==> src/rtl/fsm_ti_pkg.sv <==
// Shared types and helpers for the trigger-instrumented FSM benchmarks.
// Latency: none (declarations and pure functions only).
// Backpressure: none.
package fsm_ti_pkg;

  typedef enum logic [2:0] {
    S1 = 3'd1,
    S2 = 3'd2,
    S3 = 3'd3,
    S4 = 3'd4,
    S5 = 3'd5,
    S6 = 3'd6
  } state_t;

  localparam int MODE_FREEZE  = 0;
  localparam int MODE_CORRUPT = 1;
  localparam int MODE_DIVERT  = 2;

  // One-hot output pattern for a state: S1 -> bit 0 ... S6 -> bit 5.
  // An illegal encoding shifts past the 6-bit result and yields zero.
  function automatic logic [5:0] pat(input state_t s);
    logic [2:0] idx;
    idx = 3'(s) - 3'd1;
    pat = 6'b000001 << idx;
  endfunction

endpackage

==> src/rtl/fsm_ti_param_if.sv <==
// Bundles the control inputs and observable outputs of the benchmark FSM.
// Latency: none (wires only).
// Backpressure: none.
interface fsm_ti_param_if #(
  parameter int NY = 25
);
  logic [4:0]    x;
  logic [NY-1:0] y;
  logic          trig;
  logic [2:0]    state_o;

  modport master (output x, input y, input trig, input state_o);
  modport slave  (input x, output y, output trig, output state_o);
endinterface

==> src/rtl/ti_trigger.sv <==
// Counts qualifying events, saturating at THRESH, and raises a sticky arm flag.
// Latency: trig registers on the negedge carrying the THRESH-th hit; arm is combinational.
// Backpressure: none; every hit presented on an edge is counted until saturation.
module ti_trigger #(
  parameter int CNT_W  = 3,
  parameter int THRESH = 5
) (
  input  logic clk,
  input  logic rst,
  input  logic hit,
  output logic trig,
  output logic arm
);

  localparam logic [CNT_W-1:0] THR = CNT_W'(THRESH);

  logic [CNT_W-1:0] cnt;

  // arm is high on the edge where this hit brings the count up to the threshold,
  // so a consumer can act on the arming edge itself.
  always_comb begin
    arm = 1'b0;
    if (hit && (cnt == (THR - 1'b1))) begin
      arm = 1'b1;
    end
  end

  // Saturating counter plus sticky trigger; both clear only on reset.
  always_ff @(negedge clk or negedge rst) begin
    if (!rst) begin
      cnt  <= '0;
      trig <= 1'b0;
    end else begin
      if (hit && (cnt != THR)) begin
        cnt <= cnt + 1'b1;
      end
      if (arm) begin
        trig <= 1'b1;
      end
    end
  end

endmodule

==> src/rtl/fsm_ti_param.sv <==
// Six-state controller with a one-hot output bus and a parametrised trojan payload.
// Latency: state and y update one negedge after x is sampled; trig on the counted entry edge.
// Backpressure: none; a transition is taken on every negedge.
module fsm_ti_param
  import fsm_ti_pkg::*;
#(
  parameter int            NY         = 25,
  parameter int            CNT_W      = 3,
  parameter int            THRESH     = 5,
  parameter int            TRIG_STATE = 6,
  parameter int            MODE       = 0,
  parameter logic [NY-1:0] MASK       = '1
) (
  input  logic            clk,
  input  logic            rst,
  fsm_ti_param_if.slave   bus
);

  localparam state_t TS = state_t'(3'(TRIG_STATE));

  state_t        state;
  state_t        nxt_nom;
  state_t        nxt;
  logic [NY-1:0] y_r;
  logic          hit;
  logic          trig;
  logic          arm;
  logic          trig_now;

  // Nominal transition function; anything unrecognised recovers to S1.
  always_comb begin
    nxt_nom = S1;
    case (state)
      S1: nxt_nom = S2;
      S2: begin
        if (!bus.x[3])     nxt_nom = S5;
        else if (bus.x[4]) nxt_nom = S3;
        else               nxt_nom = S4;
      end
      S3: nxt_nom = bus.x[0] ? S6 : S2;
      S4: nxt_nom = bus.x[1] ? S6 : S5;
      S5: nxt_nom = bus.x[3] ? S1 : S4;
      S6: nxt_nom = S2;
      default: nxt_nom = S1;
    endcase
  end

  // Payload steering uses the registered trig, so the arming edge itself
  // still follows the nominal path and the override starts one edge later.
  always_comb begin
    nxt = nxt_nom;
    if (trig) begin
      if (MODE == MODE_FREEZE) begin
        if (state == TS) nxt = TS;
      end else if (MODE == MODE_DIVERT) begin
        nxt = S1;
      end
    end
  end

  assign hit      = (nxt == TS);
  assign trig_now = trig | arm;

  ti_trigger #(
    .CNT_W  (CNT_W),
    .THRESH (THRESH)
  ) u_trig (
    .clk  (clk),
    .rst  (rst),
    .hit  (hit),
    .trig (trig),
    .arm  (arm)
  );

  // State and output register; corruption looks at trig_now so the arming
  // edge's output is already masked.
  always_ff @(negedge clk or negedge rst) begin
    if (!rst) begin
      state <= S1;
      y_r   <= '0;
    end else begin
      state <= nxt;
      if ((MODE == MODE_CORRUPT) && trig_now) begin
        y_r <= NY'(pat(nxt)) ^ MASK;
      end else begin
        y_r <= NY'(pat(nxt));
      end
    end
  end

  assign bus.y       = y_r;
  assign bus.trig    = trig;
  assign bus.state_o = 3'(state);

endmodule

==> src/flat_wrapper.sv <==
// flat-port wrapper written by rule: the top's interface ports become plain ports
module fsm_ti_param_flat import fsm_ti_pkg::*;
#(
  parameter int            NY         = 25,
  parameter int            CNT_W      = 3,
  parameter int            THRESH     = 5,
  parameter int            TRIG_STATE = 6,
  parameter int            MODE       = 0,
  parameter logic [NY-1:0] MASK       = '1
)
  (clk, rst, bus_x, bus_y, bus_trig, bus_state_o);
  fsm_ti_param_if #(.NY(NY)) bus_i ();
  input  logic clk;
  input  logic rst;
  input wire logic [$bits(bus_i.x)-1:0] bus_x;
  output wire logic [$bits(bus_i.y)-1:0] bus_y;
  output wire logic [$bits(bus_i.trig)-1:0] bus_trig;
  output wire logic [$bits(bus_i.state_o)-1:0] bus_state_o;
  assign bus_i.x = bus_x;
  assign bus_y = bus_i.y;
  assign bus_trig = bus_i.trig;
  assign bus_state_o = bus_i.state_o;
  fsm_ti_param #(.NY(NY), .CNT_W(CNT_W), .THRESH(THRESH), .TRIG_STATE(TRIG_STATE), .MODE(MODE), .MASK(MASK)) u_core (.clk(clk), .rst(rst), .bus(bus_i));
endmodule
==> config.mk <==
export PLATFORM = sky130hd
export DESIGN_NAME = fsm_ti_param_flat
export DESIGN_NICKNAME = d
export VERILOG_FILES = /design/src/rtl/fsm_ti_pkg.sv /design/src/rtl/fsm_ti_param_if.sv /design/src/rtl/ti_trigger.sv /design/src/rtl/fsm_ti_param.sv /design/src/flat_wrapper.sv
export SDC_FILE = /design/constraint.sdc
export NUM_CORES = 1
export LEC_CHECK = 0
export ABC_AREA = 0
export CELL_PAD_IN_SITES_DETAIL_PLACEMENT = 1
export CELL_PAD_IN_SITES_GLOBAL_PLACEMENT = 1
export CORE_MARGIN = 8
export CORE_UTILIZATION = 30
export CTS_CLUSTER_DIAMETER = 100
export DETAILED_ROUTE_END_ITERATION = 8
export HOLD_SLACK_MARGIN = 0.05
export PLACE_DENSITY_LB_ADDON = 0.1
export SLEW_MARGIN = 20
export SYNTH_ARGS = -nofsm -noshare
export SYNTH_HDL_FRONTEND = slang
export SYNTH_SLANG_ARGS = --single-unit
==> constraint.sdc <==
create_clock -name clk -period 1.95 [get_ports clk]
set_input_delay 0.585 -clock clk [delete_from_list [all_inputs] [get_ports clk]]
set_output_delay 0.585 -clock clk [all_outputs]
set_load 0.01 [all_outputs]
# Yosys cells after proc, flatten, opt, wreduce, memory -nomap -nowiden
# Index checks and enable logic that the tools add are counted.
# op_classes
n_addsub	2
eq_ne	9
n_shift	1
n_mux	9
reduce_logical	3
# op_table
op	count
two-way mux 3 bit	6
== test 3 bit, second input constant	5
case mux 3 bit (5 select lines)	1
== test 3 x 2 -> 1 bit, second input constant	2
left shift 1 x 3 -> 6 bit, first input constant	1
adder 3 x 1 -> 3 bit, second input constant	1
== test 3 x 1 -> 1 bit, second input constant	1
!= test 3 bit, second input constant	1
subtractor 3 x 1 -> 3 bit, second input constant	1
logical AND 1 bit	2
two-way mux 2 bit	1
OR reduction 2 bit	1
two-way mux 1 bit	1
# word_totals
reg_bits	13
elab_cells	28

# Longest topological paths before layout
# depth
word_depth	8
mapped_depth	5
depth_no_buf	4

# Hierarchy
# Synthesis repeated with hierarchy kept, for this count alone.
# unflattened
cells_unflattened	79
area_unflattened_um2	815.8
# modules_own_cells
module	n_inst	cells_each	area_each_um2	seq_area_each_um2
fsm_ti_param	1	62	596.8	226.5
ti_trigger	1	17	219.0	100.1

==> out/results.ini <==
[cts]
hold_buffers = 0
clkTransAtPathRegs_ns = 0.06
cts-buffers-inserted = 3
clock_path_buffers = 2
htreeDepth = 1
clk_latency_ns = 0.34
clkSinkCount = 13
tritoncts = yes
cts_root_buf = clkbuf_4

[global_routing]
grt_start_max_net_pins = 12
grt_pass1_wl_mm = 3.37
grt_overflow = 0
antenna_found_initial = 0
grt_pass1_vias = 686
grt_usage_pct = 9.78

[job]
cap_violations = 0

[detailed_routing]
drcViolationCount = 0
wire_per_inst_um = 14.1
wl_mm = 2.03
ant_nets = 0
vias = 610
avgViaCountPerCell = 4.24
drt_iter0_markers = 12
dr.pass1.iters = 4

[yosys]
ys_seq_area_share_pct = 39.4
synth_seq_cells = 13
synth.distinct_cells = 31
yosys_warnings = 0
synthCells = 76
netlist_area_um2 = 828
synth_area_leaders = dfrtn_1 36%, buf_4 17%, ha_1 4.5%, a32oi_4 3.3%, a221oi_4 3.2%
synth_largest_area_cell = dfrtn_1
syn_avg_cell_area_um2 = 10.9
synth.top_cell.area_share_pct = 36.3

[placement]
place_congestion = 0.750
io_buffers = 15
dp_hpwl_mm = 1.53
placed_cells = 134

[critical_path]
r2r_start = u_core.bus.state_o[2]
worstPathArrival_ns = 1.94
slowest_delay_ns = 0.53
worstPathRequired_ns = 1.36
r2r_end = u_core.u_trig.cnt[1]
crit_fanout = 2
critical_path.slowest_cell = dfstp_2
crit_family = flip-flops
crit_path_cell_trace = buf_6
startpoint_type = flop
r2r_slack_ns = -0.02
end_kind = output pin
criticalPathCategory = reg -> out
worstPathBufferInverterCount = 1
r2r_cells = 6

[die]
die_h_um = 68.5
initial_core_util_pct = 30.8
die_w_um = 68.5
fp-row-count = 19
core_mm2 = 0.00269
fp.dieArea_mm2 = 0.00470
pin_count = 36

[sta]
rsz0062_at_grt = true
fin_ws_ns = -0.576
finalSetupTns_ns = -7.78
slew_viol_final = 0
final-setup-viol-count = 22
fin_worst_skew_ns = 0.0585
final-hold-violation-count = 0

[status]
failed_checks = negative setup slack
status = complete, but fails checks

[power]
total_leakage_power_nw = 0.605
vdd_drop_max_uv = 674
cellPowerDensity_mw_per_mm2 = 1630
power_mw = 2.00

[min_path]
hold_depth = 1
min-delay-start = u_core.u_trig.cnt[1]
min_to = u_core.u_trig.cnt[1]
min_path_type = reg -> reg

[finish]
areaGrowthSynthToFinish_pct = 48.0
antenna-diode-count = 0
finalNonFillerCells = 144
drive_gt1_share_pct = 54.0
layout.nets = 124
final_core_util_pct = 45.6

==> area by class of cell <==
cell class / instances / area (um^2)
Inverter: 4 / 15.0
Fill cell: 303 / 1460
Timing Repair Buffer: 36 / 328
Multi-Input combinational cell: 55 / 488
Clock buffer: 4 / 26.3
Clock inverter: 1 / 3.75
Tap cell: 31 / 38.8
Sequential cell: 13 / 327
==> worst max-delay path by stage <==
| stage | cells after the start | end | from | slack, ns |
|---|---|---|---|---|
| 2_1_floorplan | 4 | u_core.u_trig.cnt[1] | bus_x[3] | -0.62 |
| 3_3_place_gp | 5 | u_core.u_trig.cnt[2] | bus_x[3] | -1.19 |
| 3_5_place_dp | 5 | u_core.u_trig.cnt[1] | bus_x[3] | -1.23 |
| 4_1_cts | 1 | bus_state_o[0] | u_core.bus.state_o[0] | -0.59 |
| 5_1_grt | 1 | bus_state_o[0] | u_core.bus.state_o[0] | -0.62 |
| 6_report | 1 | bus_state_o[0] | u_core.bus.state_o[0] | -0.58 |
==> per-layer routing <==
| layer | share of wire (%) | track usage (%) |
|---|---|---|
| met3 | 6.4 | 3.23 |
| met4 | 2.3 | 6.14 |
| met5 | 0 | 0 |
| met1 | 42 | 11.7 |
| met2 | 49 | 14.9 |
==> cell families after synthesis <==
logic type               Yosys count  synth area share [%]
AO/OA/AOI/OAI                     15                  18.7
XOR/XNOR                           1                  1.06
adder cells (fa/ha/maj)            3                  4.53
buffers and inverters             26                  21.5
flip-flops                        13                  39.4
multiplexers                       2                  3.17
other                              1                 0.453
AND/OR/NAND/NOR                   15                  11.2
==> cell usage in the layout (no fill, tap or decap), types with 3 or more instances in the layout <==
cell / n
buf_4: 13
clkbuf_4: 3
buf_6: 16
conb_1: 19
ha_1: 3
inv_1: 5
dfrtn_1: 12
buf_2: 5
==> synthesized netlist by cell type, drive strengths merged <==
cell	number
mux2	2
buf	21
inv	5
ha	3
a21bo	1
nand3	1
a221oi	1
nand2	2
a31o	1
conb	1
nor2b	1
nor3b	1
nand2b	3
o21ai	1
a21boi	2
nor2	2
dfrtn	12
o31ai	2
and2b	2
a32oi	1
dfstp	1
nand3b	1
a211oi	1
a21oi	4
or2	1
nor4	1
xnor2	1
o211ai	1
==> state kept, by name (all words and copies together), names as in the netlist <==
register	count
u_core.bus.state_o	3
u_core.u_trig.cnt	3
u_core.bus.y	6
u_core.u_trig.trig	1
==> what timing repair did <==
item                                   CTS  global route
pin swaps                               12            11
gates resized for setup                 82            13
setup endpoints to repair               23            22
endpoints found under the hold margin    0             0
buffers inserted                         9             6
==> per-stage QoR <==
step,setup WS [ns],instance area (um^2),hold slack [ns]
after floorplan,-0.620,908,0.463
after global placement,-1.19,1050,0.492
after detailed placement,-1.23,1050,0.511
after CTS,-0.592,1180,0.516
after global routing,-0.616,1230,0.524
final,-0.576,1230,0.510
==> report_power, final <==
| group | switching (mW) | internal [mW] | total, mW |
|---|---|---|---|
| combinational | 0.603 | 0.720 | 1.32 |
| clock | 0.0999 | 0.0822 | 0.182 |
| sequential | 0.0818 | 0.412 | 0.494 |
| total | 0.785 | 1.21 | 2.00 |
Power figures use the tool's default switching activity.
==> edit 1: new RTL, same flow settings <==
`MODE` is set to 0 in 2 places; all go to 1.
--- a/src/rtl/fsm_ti_param.sv
+++ b/src/rtl/fsm_ti_param.sv
@@ -8,7 +8,7 @@
   parameter int            CNT_W      = 3,
   parameter int            THRESH     = 5,
   parameter int            TRIG_STATE = 6,
-  parameter int            MODE       = 0,
+  parameter int            MODE       = 1,
   parameter logic [NY-1:0] MASK       = '1
 ) (
   input  logic            clk,
--- a/src/flat_wrapper.sv
+++ b/src/flat_wrapper.sv
@@ -5,7 +5,7 @@
   parameter int            CNT_W      = 3,
   parameter int            THRESH     = 5,
   parameter int            TRIG_STATE = 6,
-  parameter int            MODE       = 0,
+  parameter int            MODE       = 1,
   parameter logic [NY-1:0] MASK       = '1
 )
   (clk, rst, bus_x, bus_y, bus_trig, bus_state_o);
Function: no difference found for any inputs over 10 cycles, from zero or initial values and one cycle with rst low; that may be too few to reach the edited logic, so the function may still have changed.
==> edit 1 against the unedited design <==
The flow still finishes with violations (negative setup slack). Sequential cell count is 1 higher. Area after synthesis is 13% higher. Register-to-register slack worse by 30 ps. Final cell count is 23% higher. Setup slack worse by 110 ps. Cell area is 36% higher. Routed wire length is 31% higher. Non-clock buffer count is 31 higher. Sequential share of layout area is 5.6 points lower. Critical path depth is 2 higher. Critical path type unchanged. Critical endpoint is now bus_y[13].
Power is not compared: it rests on default switching activity, and its combinational part moved more than twofold at a synthesized area within 25%.
==> edit 1: results <==
{
  "first_global_vias": 824,
  "grt_use_met3_pct": 2.79,
  "yosysSeqAreaShare_pct": 37.6,
  "dpl.hpwl_mm": 1.84,
  "critPathLaunch": "u_core.bus.y[23]",
  "layout_setup_ws_ps": -686,
  "r2r_cells": 7,
  "fillers": 326,
  "synth_commonest_cells": "18 x buf_4, 13 x dfrtn_1, 6 x inv_1",
  "met1_usage_pct": 11.4,
  "grt_pass1_wl_mm": 4.06,
  "first_pass_iters": 2,
  "use_met2_pct": 17.1,
  "wl_per_cell_um": 15.0,
  "outcome": "finished with violations",
  "vias": 841,
  "gp_congestion": 0.770,
  "min_to": "u_core.u_trig.cnt[0]",
  "place_ws_ps": -1280,
  "setup_viol": 42,
  "finClkSkew_ps": 60.0,
  "portBuffers": 34,
  "rrSetupSlack_ps": -50,
  "synth_cell_type_count": 39,
  "critPathMaxFanout": 9,
  "violations": "negative setup slack",
  "rr_startpoint": "u_core.bus.state_o[0]"
}
edit 1: cell types whose count changed after synthesis, moves of 2 or more:
cell and delta:
nand2_1 +3, nor2b_1 +3, a21boi_2 -2, a41oi_1 +2
and2b_1 -2, and3b_1 +2, clkbuf_1 +2, nand2b_1 +2
nor2_1 +2, o31ai_1 -2
edit 1: logic make-up after synthesis:
family / Yosys count / share of synthesized area (%)
AOI/OAI and AO/OA: 17 / 15.0
xor gates and xnor gates: 2 / 1.87
adders and majority gates: 3 / 4.01
buffers and inverters: 29 / 19.9
DFF: 14 / 37.6
muxes: 3 / 3.88
and+or+nand+nor: 28 / 17.8
edit 1: routing by layer:
layer / part of all wire (%) / vias up / wire, um
met5: 0 / - / 0
li1: - / 403 / -
met3: 5.0 / 4 / 132
met1: 41 / 417 / 1080
met2: 54 / 17 / 1430
met4: 0.90 / 0 / 24
edit 1: area by class of cell:
class	instances	share of cell area, %
Timing Repair Buffer	67	41.5
Multi-Input combinational cell	53	32.1
Sequential cell	14	21.0
Tap cell	33	2.47
Clock buffer	4	1.57
Inverter	5	1.12
Clock inverter	1	0.225
edit 1: what timing repair did:
item                                    in CTS  in global routing
endpoints found under the setup margin      43                 43
setup buffers                               10                  7
pin swaps                                   15                 10
gates resized for setup                    183                 22
cloned                                       2                  0
edit 1: how the worst max path moves through the flow:
| stage | to | slack (ps) |
|---|---|---|
| final | bus_y[13] | -690 |
| after global placement | u_core.u_trig.cnt[1] | -1260 |
| after CTS | bus_y[10] | -690 |
| after global routing | bus_y[7] | -720 |
| after floorplan | u_core.bus.y[5] | -720 |
| after detailed placement | u_core.u_trig.cnt[1] | -1280 |
edit 1: power breakdown:
part	total, mW	internal (mW)	switching (mW)	leakage (nW)
Combinational	2.65	1.53	1.12	0.605
Clock	0.181	0.0820	0.0987	0.0203
Sequential	0.559	0.462	0.0973	0.166
edit 1: through the flow:
stage	area (um^2)	cells	hold WS (ps)	setup TNS [ps]
final	1670	177	471	-22790
after global routing	1670	177	494	-24360
after CTS	1570	174	479	-23730
after detailed placement	1340	160	479	-36270
after global placement	1340	160	460	-35950
after floorplan	991	96	437	-19830
edit 1: worst max-delay path, stage by stage (launching register included):
cell	delay, ps
dfrtn_1	430
buf_6	130
buf_16	130
buf_6	100
==> edit 2: new RTL, same flow settings <==
Without the edit above. Make the reset (`rst`) synchronous in 2 clocked blocks.
--- a/src/rtl/ti_trigger.sv
+++ b/src/rtl/ti_trigger.sv
@@ -26,7 +26,7 @@
   end
 
   // Saturating counter plus sticky trigger; both clear only on reset.
-  always_ff @(negedge clk or negedge rst) begin
+  always_ff @(negedge clk) begin
     if (!rst) begin
       cnt  <= '0;
       trig <= 1'b0;
--- a/src/rtl/fsm_ti_param.sv
+++ b/src/rtl/fsm_ti_param.sv
@@ -74,7 +74,7 @@
 
   // State and output register; corruption looks at trig_now so the arming
   // edge's output is already masked.
-  always_ff @(negedge clk or negedge rst) begin
+  always_ff @(negedge clk) begin
     if (!rst) begin
       state <= S1;
       y_r   <= '0;
Behaviour: differs if rst is asserted again (counterexample within 4 cycles, from zero or initial values and one cycle with rst low); with rst held inactive, the same outputs for 10 cycles.
==> edit 2 against the unedited design <==
The flow still finishes with violations (negative setup slack). Area after synthesis rose by 0.76%. Routed wire length rose by 6.2%. Sequential share of layout area shrank 4.9 points. Setup slack got worse by 94 ps. Cell area is 1.7% higher. Sequential cell count unchanged. Largest cell class unchanged.
Power is not compared: it rests on default switching activity, and its combinational part moved more than twofold at a synthesized area within 25%.
==> edit 2: results <==
{
  "outcome": "finished with violations",
  "violations": "negative setup slack",
  "avgSynthCellArea_um2": 8.69,
  "synth_cell_type_count": 28,
  "critPathMaxFanout": 6,
  "vias": 754,
  "setup_viol": 23,
  "grt_max_degree": 10,
  "antenna_cells": 0,
  "dpl.hpwl_mm": 1.60,
  "gp_congestion": 0.702,
  "peakVddDrop_mv": 0.342,
  "antenna_found_initial": 0,
  "synth-warning-count": 0,
  "path_clk_slew_ps": 40,
  "hp-class": "register to register",
  "fillers": 330,
  "clockRootBuffer": "clkbuf_4",
  "leakage_nw": 0.615,
  "cts_buffers": 3,
  "layout_setup_ws_ps": -669,
  "cts_max_level": 1,
  "finClkSkew_ps": 21.2,
  "first_pass_iters": 2,
  "grt_pass1_wl_mm": 3.65,
  "place_inst": 152,
  "place_ws_ps": -1460,
  "drt_iter0_markers": 28,
  "track_usage_pct": 10.1,
  "wl_per_cell_um": 12.6,
  "ys_async_sr_fraction_pct": 0,
  "drive_gt1_share_pct": 44.3,
  "worstPathArrival_ps": 1880,
  "highest_layer": "met4",
  "insertion_delay_ps": 360,
  "placed_area_um2": 1080,
  "cts_max_path_buffers": 2,
  "wl_met2_mm": 1.12,
  "synth_commonest_cells": "19 x buf_4, 13 x dfxtp_1, 11 x nand2_1",
  "nets": 155,
  "first_global_vias": 869,
  "yosysSeqAreaShare_pct": 31.2,
  "met3_length_um": 183,
  "netlist_top_cells_area": "dfxtp_1 31%, buf_4 17%, ha_1 10%",
  "largest_register_ffs": 6,
  "portBuffers": 15,
  "avgViaCountPerCell": 4.41,
  "wl_met1_um": 791
}
-- edit 2: final cells by class --
class / instances / area, um^2 / share of cell area [%]
Timing Repair Buffer: 31 / 260 / 20.9
Tap cell: 31 / 38.8 / 3.11
Multi-Input combinational cell: 75 / 587 / 47.0
Clock buffer: 3 / 22.5 / 1.81
Sequential cell: 13 / 272 / 21.8
Clock inverter: 14 / 52.6 / 4.21
Inverter: 4 / 15.0 / 1.20
-- edit 2: logic make-up (layout without fill, tap and decap cells) --
| logic type | after synthesis | count (layout) | synth area share, % |
|---|---|---|---|
| AOI/OAI and AO/OA | 20 | 20 | 15.6 |
| adders and majority gates | 7 | 7 | 10.5 |
| buffers and inverters | 26 | 52 | 20.4 |
| DFF | 13 | 13 | 31.2 |
| muxes | 3 | 3 | 3.60 |
| other | 1 | 19 | 0.449 |
| and+or+nand+nor | 26 | 26 | 18.3 |
-- edit 2: final timing paths --
kind	startpoint	to	slack (ps)	cells past startpoint
worst max-delay path	bus_x[3]	u_core.bus.y[4]	-670	7
worst min-delay path	u_core.u_trig.cnt[1]	u_core.u_trig.cnt[1]	480	2
worst min register to register	u_core.u_trig.cnt[1]	u_core.u_trig.cnt[1]	480	2
worst max register to register	u_core.bus.state_o[0]	u_core.bus.y[4]	170	7
-- edit 2: per-stage QoR --
stage / hold WS [ps] / TNS, ps
3_3_place_gp: 473 / -21190
6_report: 482 / -10570
4_1_cts: 491 / -11580
3_5_place_dp: 485 / -21460
2_1_floorplan: 461 / -8800
5_1_grt: 503 / -11640
-- edit 2: repair_timing --
item	4_1_cts	5_1_grt
endpoints found under the setup margin	23	23
buffers inserted	5	0
resized for setup	73	14
pin swaps	13	8
-- edit 2: power breakdown --
group	switching, mW	internal (mW)	leakage, nW	total [mW]
Combinational	0.168	0.162	0.417	0.331
Sequential	0.0113	0.292	0.109	0.304
Clock	0.173	0.109	0.0884	0.282
-- edit 2: per-layer routing --
metal / vias to the layer above / GRT usage, %
met3: 7 / 4.20
met2: 27 / 16.8
met5: - / 0
met4: 0 / 7.77
li1: 369 / -
met1: 351 / 9.66
-- edit 2: worst max-delay path, stage by stage --
cell and delay [ps]:
buf_8 100, nor2b_4 110, o21a_1 160, o21a_1 200
ha_2 180, or3_4 370, and3b_1 180
